File: config.mk
export PLATFORM = sky130hd
export DESIGN_NAME = dm_access_ctrl
export DESIGN_NICKNAME = d
export VERILOG_FILES = /design/src/rtl/dm_access_ctrl.sv
export SDC_FILE = /design/constraint.sdc
export NUM_CORES = 1
export LEC_CHECK = 0
export ABC_AREA = 1
export BUFFER_PORTS_ARGS = -buffer_cell sky130_fd_sc_hd__buf_2
export CAP_MARGIN = 20
export CORE_ASPECT_RATIO = 0.6
export CORE_UTILIZATION = 39
export CTS_CLUSTER_DIAMETER = 30
export DETAILED_ROUTE_END_ITERATION = 8
export GPL_TIMING_DRIVEN = 0
export HOLD_SLACK_MARGIN = 0.1
export PLACE_DENSITY = 0.68
export SYNTH_ARGS = -nofsm -noshare
export SYNTH_HDL_FRONTEND = slang
export SYNTH_SLANG_ARGS = --single-unit
File: constraint.sdc
create_clock -name clk -period 2.7 [get_ports clk]
set_input_delay 0.135 -clock clk [delete_from_list [all_inputs] [get_ports clk]]
set_output_delay 0.135 -clock clk [all_outputs]
set_load 0.01 [all_outputs]
File: src/rtl/dm_access_ctrl.sv
// dm_access_ctrl: M-stage data-memory initiator, one valid/ready transaction per load/store.
// Optional feature macro DM_RESP_BYPASS_EN: forward the load response in its arrival cycle.
module dm_access_ctrl (
  input  logic        clk,
  input  logic        rst,
  input  logic        IM_stall,
  input  logic [4:0]  M_op,
  input  logic [2:0]  M_func3,
  input  logic [31:0] M_aluOut,
  input  logic [31:0] M_rs2_data,
  output logic        DM_stall,
  output logic [31:0] M_ReadData,
  output logic        dm_req_valid,
  input  logic        dm_req_ready,
  output logic        dm_req_we,
  output logic [31:0] dm_req_addr,
  output logic [3:0]  dm_req_wstrb,
  output logic [31:0] dm_req_wdata,
  input  logic        dm_resp_valid,
  input  logic [31:0] dm_resp_rdata
);

  localparam logic [4:0] OP_LOAD  = 5'b00000;
  localparam logic [4:0] OP_STORE = 5'b01000;

  typedef enum logic [1:0] {IDLE, REQ, WAIT, DONE} state_e;

  state_e      state_q, state_d;
  logic [31:0] rdata_q, rdata_d;
  logic        isLoad_q;
  logic [2:0]  func3_q;
  logic [1:0]  off_q;
  logic        reqWe_q;
  logic [31:0] reqAddr_q, reqWdata_q;
  logic [3:0]  reqWstrb_q;

  logic        isLoad, isStore, issue;
  logic [1:0]  off;
  logic [3:0]  stWstrb, issueWstrb;
  logic [31:0] stWdata, issueWdata, issueAddr, respFmt;

  function automatic logic [31:0] formatLoad(input logic [2:0] f3, input logic [1:0] o,
                                             input logic [31:0] w);
    logic [7:0]  b;
    logic [15:0] h;
    b = w[{o, 3'b000} +: 8];
    h = w[{o[1], 4'b0000} +: 16];
    case (f3)
      3'b000:  formatLoad = {{24{b[7]}}, b};
      3'b001:  formatLoad = {{16{h[15]}}, h};
      3'b100:  formatLoad = {24'b0, b};
      3'b101:  formatLoad = {16'b0, h};
      default: formatLoad = w;
    endcase
  endfunction

  // Gating with rst keeps the port quiet while the pipeline registers are being cleared.
  assign isLoad  = !rst && (M_op == OP_LOAD);
  assign isStore = !rst && (M_op == OP_STORE);
  assign issue   = (state_q == IDLE) && (isLoad || isStore);
  assign off     = M_aluOut[1:0];
  assign respFmt = formatLoad(func3_q, off_q, dm_resp_rdata);

  always_comb begin
    stWstrb = 4'b1111;
    stWdata = M_rs2_data;
    case (M_func3[1:0])
      2'b00: begin
        stWstrb = 4'b0001 << off;
        stWdata = {4{M_rs2_data[7:0]}};
      end
      2'b01: begin
        stWstrb = 4'b0011 << {off[1], 1'b0};
        stWdata = {2{M_rs2_data[15:0]}};
      end
      default: ;
    endcase
  end

  assign issueAddr  = {M_aluOut[31:2], 2'b00};
  assign issueWstrb = isStore ? stWstrb : 4'b0000;
  assign issueWdata = isStore ? stWdata : 32'h0;

  always_comb begin
    dm_req_valid = 1'b0;
    dm_req_we    = 1'b0;
    dm_req_addr  = 32'h0;
    dm_req_wstrb = 4'b0000;
    dm_req_wdata = 32'h0;
    if (issue) begin
      dm_req_valid = 1'b1;
      dm_req_we    = isStore;
      dm_req_addr  = issueAddr;
      dm_req_wstrb = issueWstrb;
      dm_req_wdata = issueWdata;
    end else if (state_q == REQ) begin
      dm_req_valid = 1'b1;
      dm_req_we    = reqWe_q;
      dm_req_addr  = reqAddr_q;
      dm_req_wstrb = reqWstrb_q;
      dm_req_wdata = reqWdata_q;
    end
  end

  always_comb begin
    state_d  = state_q;
    rdata_d  = rdata_q;
    DM_stall = 1'b0;
    case (state_q)
      IDLE: begin
        if (isLoad || isStore) begin
          DM_stall = 1'b1;
          state_d  = dm_req_ready ? WAIT : REQ;
        end
      end
      REQ: begin
        DM_stall = 1'b1;
        if (dm_req_ready) state_d = WAIT;
      end
      WAIT: begin
        DM_stall = 1'b1;
        if (dm_resp_valid) begin
          if (isLoad_q) rdata_d = respFmt;
          state_d = DONE;
`ifdef DM_RESP_BYPASS_EN
          DM_stall = 1'b0;
          if (!IM_stall) state_d = IDLE;
`endif
        end
      end
      DONE: begin
        if (!IM_stall) state_d = IDLE;
      end
      default: state_d = IDLE;
    endcase
  end

`ifdef DM_RESP_BYPASS_EN
  assign M_ReadData = (state_q == WAIT && dm_resp_valid && isLoad_q) ? respFmt : rdata_q;
`else
  assign M_ReadData = rdata_q;
`endif

  // The request is snapshotted at issue so it stays stable however long ready is held off.
  always_ff @(posedge clk or posedge rst) begin
    if (rst) begin
      state_q    <= IDLE;
      rdata_q    <= 32'h0;
      isLoad_q   <= 1'b0;
      func3_q    <= 3'b000;
      off_q      <= 2'b00;
      reqWe_q    <= 1'b0;
      reqAddr_q  <= 32'h0;
      reqWstrb_q <= 4'b0000;
      reqWdata_q <= 32'h0;
    end else begin
      state_q <= state_d;
      rdata_q <= rdata_d;
      if (issue) begin
        isLoad_q   <= isLoad;
        func3_q    <= M_func3;
        off_q      <= off;
        reqWe_q    <= isStore;
        reqAddr_q  <= issueAddr;
        reqWstrb_q <= issueWstrb;
        reqWdata_q <= issueWdata;
      end
    end
  end

endmodule

==> results of run 1 <==
-- cell type report --
class / count / area, µm²
sequential: 107 / 2678
antenna: 1 / 2.502
inverter: 64 / 250.2
clock buffer: 9 / 225.2
buffer: 51 / 294.0
tap: 198 / 247.7
multi-input combinational: 631 / 2850
clock inverter: 7 / 92.59
fill: 1485 / 6683
timing repair buffer: 255 / 1524
-- stage by stage --
stage,TNS [ps],area [µm²]
6_report,0,8164
5_1_grt,0,8162
4_1_cts,0,8157
3_5_place_dp,0,7388
3_3_place_gp,-101730,7358
2_1_floorplan,0,6065
-- repair_timing --
item                       4_1_cts  5_1_grt
resized for setup                0        2
hold endpoints to repair        88        0
setup endpoints to repair        0       56
hold buffers                    45        0
-- final timing paths --
kind	end	slack, ps	cells past startpoint
max	dm_req_wdata[19]	220	6
min reg2reg	reqWdata_q[1]	470	2
max in group asynchronous	M_ReadData[22]	1700	4
min	off_q[1]	110	3
min in group asynchronous	reqWdata_q[16]	360	3
max reg2reg	M_ReadData[30]	590	8
-- placed cells by master, fill, tap and decap left out, types with 12 or more instances in the layout --
cell type,count
clkbuf_1,20
nand2_1,365
a21oi_1,33
dlygate4sd3_1,45
nand4_1,12
nand3_1,87
inv_1,59
dfrtp_1,107
or2_2,17
o21ai_0,59
buf_2,219
nor2_1,15
-- state kept, by name, indices dropped and copies added, names as in the netlist --
name,cells
M_ReadData,32
reqWdata_q,32
reqAddr_q,30
reqWstrb_q,4
func3_q,3
off_q,2
state_q,2
isLoad_q,1
reqWe_q,1
-- routing by layer --
metal | vias up | wire length [µm] | GRT usage, %
met5 | - | 0 | 0
met2 | 317 | 7744 | 34.34
li1 | 3238 | - | -
met4 | 0 | 183 | 5.032
met3 | 19 | 2022 | 7.492
met1 | 2999 | 10230 | 40.47
-- cell families after synthesis --
| family | synth area share (%) |
|---|---|
| flops | 44.18 |
| compound gates | 8.856 |
| other cells | 0.06187 |
| fa+ha+maj | 1.239 |
| buf+inv | 8.856 |
| simple gates | 36.81 |
-- worst min-delay path: stages --
cell	delay (ps)
buf_2	110
inv_1	80
o21ai_0	90
-- report_power, final --
group / leakage [nW] / total, W / switching, W / internal [W]
Clock: 0.156 / 0.00142 / 0.000670 / 0.000747
Sequential: 1.39 / 0.00238 / 0.000235 / 0.00214
Combinational: 3.27 / 0.00275 / 0.00172 / 0.00103
==> results.md, run 1 <==
- Synth Cell Area: 6061 µm²
- Ports: 212
- CP bufs+invs: 4
- Setup violators final: 0
- Final cell count without fillers: 1323
- TritonCTS clock tree: yes
- Area grow syn2layout: 34.70%
- Post-Route WL: 20170 µm
- Number of port buffers: 209
- Top-count cell post-synth: nand2_1
- Worst Path Max Fanout: 10
- Mapped Cells: 852
- Clock-pin slew on the worst setup and hold paths: 80 ps
- LEAKAGE: 4.824 nW
- Slew Limit Fails: 0
- Critical Path Start Type: flip-flop
- Dpl cells: 1261
- Worst-Margin Slew: 570.2 ps
- Post-CTS Setup Inserts: 0
- CP top delay family: buffers and inverters
- Outcome: finished clean
- Hold Crit Class: input pin to flip-flop
- # nets final: 1234
- Top cells by count, synth: 365 x nand2_1, 107 x dfrtp_1, 87 x nand3_1
- Post-DP HPWL: 15110 µm
- Final GP Congestion: 0.9759
- Synth cell types: 33
- Post-route ant nets: 0
- Total GRT Usage: 25.77%
- Yosys reg bits: 107
- Top post-synthesis cells by area: dfrtp_1 44%, nand2_1 23%, nand3_1 7.2%
- DR iter-0 viols: 493
- PnR Total Power: 0.006544 W
- Vias: 6573
- Vias in the first global route: 6135
- CTS root buf: clkbuf_16
- Die area: 16060 µm²
- Max Clk Rate: 0.4039 GHz
- Via density: 4.968
- Htree depth: 3
- Worst endpoint required time: 2570 ps
- CP max stage cell: clkbuf_1
- Critical path startpoint: state_q[1]
- Core ar.: 14850 µm²
- Worst hold margin: 109.0 ps
- CP most frequent cell: inv_1
- Post-synth EDFFs: 0
- 1st-pass router iterations: 7
- Top-area cell type share of the netlist area: 44.18%
- Slew HR: 61.98%
- Global route overflow: 0
- Critical path, cell by cell: inv_1 -> ha_1 -> inv_1 -> clkbuf_1 -> o21ai_0 -> buf_2
- Clk sinks: 107
- Max-Cap Viols: 0
- Power density over cell area: 801.6 nW/µm²
- Wire length per cell: 15.25 µm
- Final worst setup slack: 224.2 ps
- CP endpoint kind: output pin
- Skew final: 15.07 ps
- Post-synthesis sequential area ratio: 44.18%
- Hold_sp: M_aluOut[1]
- Chip Width: 162.9 µm
- Worst EP arrival: 2340 ps
- Worst r2r src: state_q[0]
- CP Class: flip-flop to output pin
- Syn_area_per_cell: 7.114 µm²
- CTS Buf Count: 9
- Fin crit period: 2476 ps
- Fraction of registers with async set/reset: 100.0%
- # rows: 34
- Clock buffer depth: 2
- Hold Vio Cnt, Final: 0
- Antenna violations before repair: 1
- Final core occ: 54.99%
- Largest stage delay on the critical path: 430 ps
- Cell taking the most area after synthesis: dfrtp_1
- Initial Utilization: 40.82%
- Largest net degree at the start of global routing: 64
- Die Y-Extent: 98.56 µm
- Top_reg_cell synth: dfrtp_1
- Layout cells sized above 1: 25.27%
- Clk_lat worst skew: 360 ps
- Final period util: 91.70%
- Ys Warns: 0
- First-pass GRT wire length: 31960 µm
- Post-Place Worst Slack: 562.1 ps
- DRC errors left: 0
- RSZ-0062 raised after global routing: false
- VDD IR-drop max: 0.4199 mV
(Power assumes the default switching activity.)
==> run 2, diff against run 1 <==
--- a/config.mk
+++ b/config.mk
@@ -10,11 +10,10 @@
 export CAP_MARGIN = 20
 export CORE_ASPECT_RATIO = 0.6
 export CORE_UTILIZATION = 39
-export CTS_CLUSTER_DIAMETER = 30
 export DETAILED_ROUTE_END_ITERATION = 8
 export GPL_TIMING_DRIVEN = 0
 export HOLD_SLACK_MARGIN = 0.1
-export PLACE_DENSITY = 0.68
+export PLACE_DENSITY = 0.7
 export SYNTH_ARGS = -nofsm -noshare
 export SYNTH_HDL_FRONTEND = slang
 export SYNTH_SLANG_ARGS = --single-unit
==> constraint.sdc (replaced) <==
create_clock -name clk -period 2.1 [get_ports clk]
set_input_delay 0.105 -clock clk [delete_from_list [all_inputs] [get_ports clk]]
set_output_delay 0.105 -clock clk [all_outputs]
set_load 0.01 [all_outputs]
==> run 2 against run 1 <==
  * Wire length increased by 2.5%
  * Register-to-register slack got worse by 470 ps
  * Die area stayed put
  * Hold slack gained 4.1 ps
  * Sequential power is 29% higher
  * Combinational power increased by 38%
  * Critical endpoint is now dm_req_wdata[27]
  * Largest power group unchanged
  * Highest routed layer unchanged
==> results.md, run 2 (synthesized netlist as in run 1, its figures left out) <==
- TritonCTS clock tree: yes
- CTS root buf: clkbuf_16
- Area grow syn2layout: 38.19%
- Clock power frac: 19.0%
- Worst EP arrival: 1980 ps
- Clock buffer depth: 2
- Clk_lat worst skew: 340 ps
- First-pass GRT wire length: 32800 µm
- Switching Fraction: 40.45%
- Wire length per cell: 15.51 µm
- # rows: 34
- Reg-to-reg endpoint: M_ReadData[30]
- R2R Setup Slk: 120 ps
- Final cell count without fillers: 1333
- Worst r2r src: state_q[0]
- Outcome: finished clean
- CP Class: flip-flop to output pin
- Fin crit period: 2082 ps
- Post-DP HPWL: 15170 µm
- CP max stage cell: dfrtp_2
- Filler instances: 1442
- VDD IR-drop max: 0.6138 mV
- Critical path, cell by cell: inv_4 -> ha_4 -> inv_1 -> nor2_4 -> buf_12 -> buf_6 -> nand4_1 -> nand2_2 -> buf_2
- Number of port buffers: 209
- Logic pwr share: 44.7%
- Worst hold margin: 113.1 ps
- Critical Path End: dm_req_wdata[27]
- Final core occ: 56.41%
- Hold Crit Class: input pin to flip-flop
- Critical Path Start Type: flip-flop
- DRC errors left: 0
- Max Clk Rate: 0.4803 GHz
- Hold Vio Cnt, Final: 0
- Skew final: 8.784 ps
- CP endpoint kind: output pin
- Die area: 16060 µm²
- Die Y-Extent: 98.56 µm
- Clock-pin slew on the worst setup and hold paths: 70 ps
- Net Switching: 0.003431 W
- Via density: 5.067
- Setup violators final: 0
- Antenna violations before repair: 0
- Layout cells sized above 1: 28.28%
- Clk sinks: 107
- Power density over cell area: 1013 nW/µm²
- Worst Path Max Fanout: 10
- Final GP Congestion: 0.9362
- R2R cell count: 8
- Htree depth: 3
- Vias: 6754
- Final instance area: 8376 µm²
- LEAKAGE: 4.903 nW
- Ports: 212
- Post-Route WL: 20680 µm
- # nets final: 1246
- Pint: 0.005051 W
- Final period util: 99.14%
- Total GRT Usage: 26.29%
- Vias in the first global route: 6407
- Most frequent cells in the layout: 358 x nand2_1, 214 x buf_2, 105 x dfrtp_1, 85 x nand3_1, 56 x inv_1
- Dpl cells: 1261
- Final worst setup slack: 18.07 ps
- Post-route ant nets: 0
- Max-Cap Viols: 0
- 1st-pass router iterations: 5
- Largest net degree at the start of global routing: 69
- Initial Utilization: 40.82%
- Slew HR: 63.19%
- Largest stage delay on the critical path: 460 ps
- Global route overflow: 0
- Placed cell area: 7388 µm²
- Post-Place Worst Slack: 9.316 ps
- Seq pwr share: 36.3%
- Slew Limit Fails: 0
- CTS Buf Count: 9
- DR iter-0 viols: 498
- RSZ-0062 raised after global routing: true
- Critical path startpoint: state_q[0]
- Inserted Diodes: 0
- Core ar.: 14850 µm²
- Worst endpoint required time: 2000 ps
- Chip Width: 162.9 µm
- Commonest non-fill, non-tap cell in the layout: nand2_1
- Worst-Margin Slew: 552.2 ps
[run 2: changes by cell type in the layout (fill, tap and decap cells not counted), moves of 7 or more]
cell,change
o21ai_1,+7
o21ai_0,-8
nand2_2,+7
nand2_1,-7
clkbuf_1,-9
buf_4,+8
[run 2: layout make-up]
class                           instances  area [µm²]  share of cell area (%)
Inverter                               64       254.0                   3.033
Clock buffer                            9       225.2                   2.689
Multi-Input combinational cell        631        2919                   34.85
Clock inverter                          6       47.55                  0.5677
Tap cell                              198       247.7                   2.958
Timing Repair Buffer                  267        1642                   19.60
Sequential cell                       107        2680                   32.00
Buffer                                 51       360.3                   4.302
[run 2: what timing repair did]
action                                  4_1_cts  5_1_grt
hold buffers                                 47        0
pin swaps                                     3        8
endpoints found under the setup margin       69       77
setup buffers                                 6        4
gates resized for setup                      24       39
hold endpoints to repair                     84        0
[run 2: worst min-delay path by stage]
stage	start	endpoint	slack (ps)	cells past startpoint
after floorplan	M_func3[2]	func3_q[2]	210	2
after global placement	M_func3[2]	func3_q[2]	300	3
after detailed placement	rst	reqWe_q	230	2
after CTS	M_aluOut[1]	off_q[1]	100	3
after global routing	M_aluOut[1]	off_q[1]	130	3
final	M_aluOut[1]	off_q[1]	110	3
[run 2: power by group through the flow]
| stage | registers, W | logic [W] | clock network [W] |
|---|---|---|---|
| after global placement | 0.00307 | 0.00338 | 0 |
| after CTS | 0.00307 | 0.00365 | 0.00167 |
| after floorplan | 0.00318 | 0.00213 | 0 |
| after global routing | 0.00316 | 0.00425 | 0.00177 |
| after detailed placement | 0.00309 | 0.00344 | 0 |
| final | 0.00308 | 0.00379 | 0.00161 |
[run 2: through the flow]
stage                     setup TNS, ps  total power (W)
final                                 0         0.008481
after global routing             -295.3         0.009179
after CTS                             0         0.008393
after detailed placement              0         0.006526
after global placement           -55410         0.006454
after floorplan                       0         0.005304
[run 2: critical path: cells and delay by family (launching register included)]
family | cells | cell delay, ps
adders and majority gates | 1 | 160
buffers and inverters | 5 | 600
DFF | 1 | 460
and+or+nand+nor | 3 | 400
[run 2: routing by layer]
metal	up-vias	GRT usage [%]	wire [µm]
met3	23	6.271	2015
met1	3135	40.85	10090
met2	337	37.58	8375
met5	-	0	0
li1	3259	-	-
met4	0	2.876	194
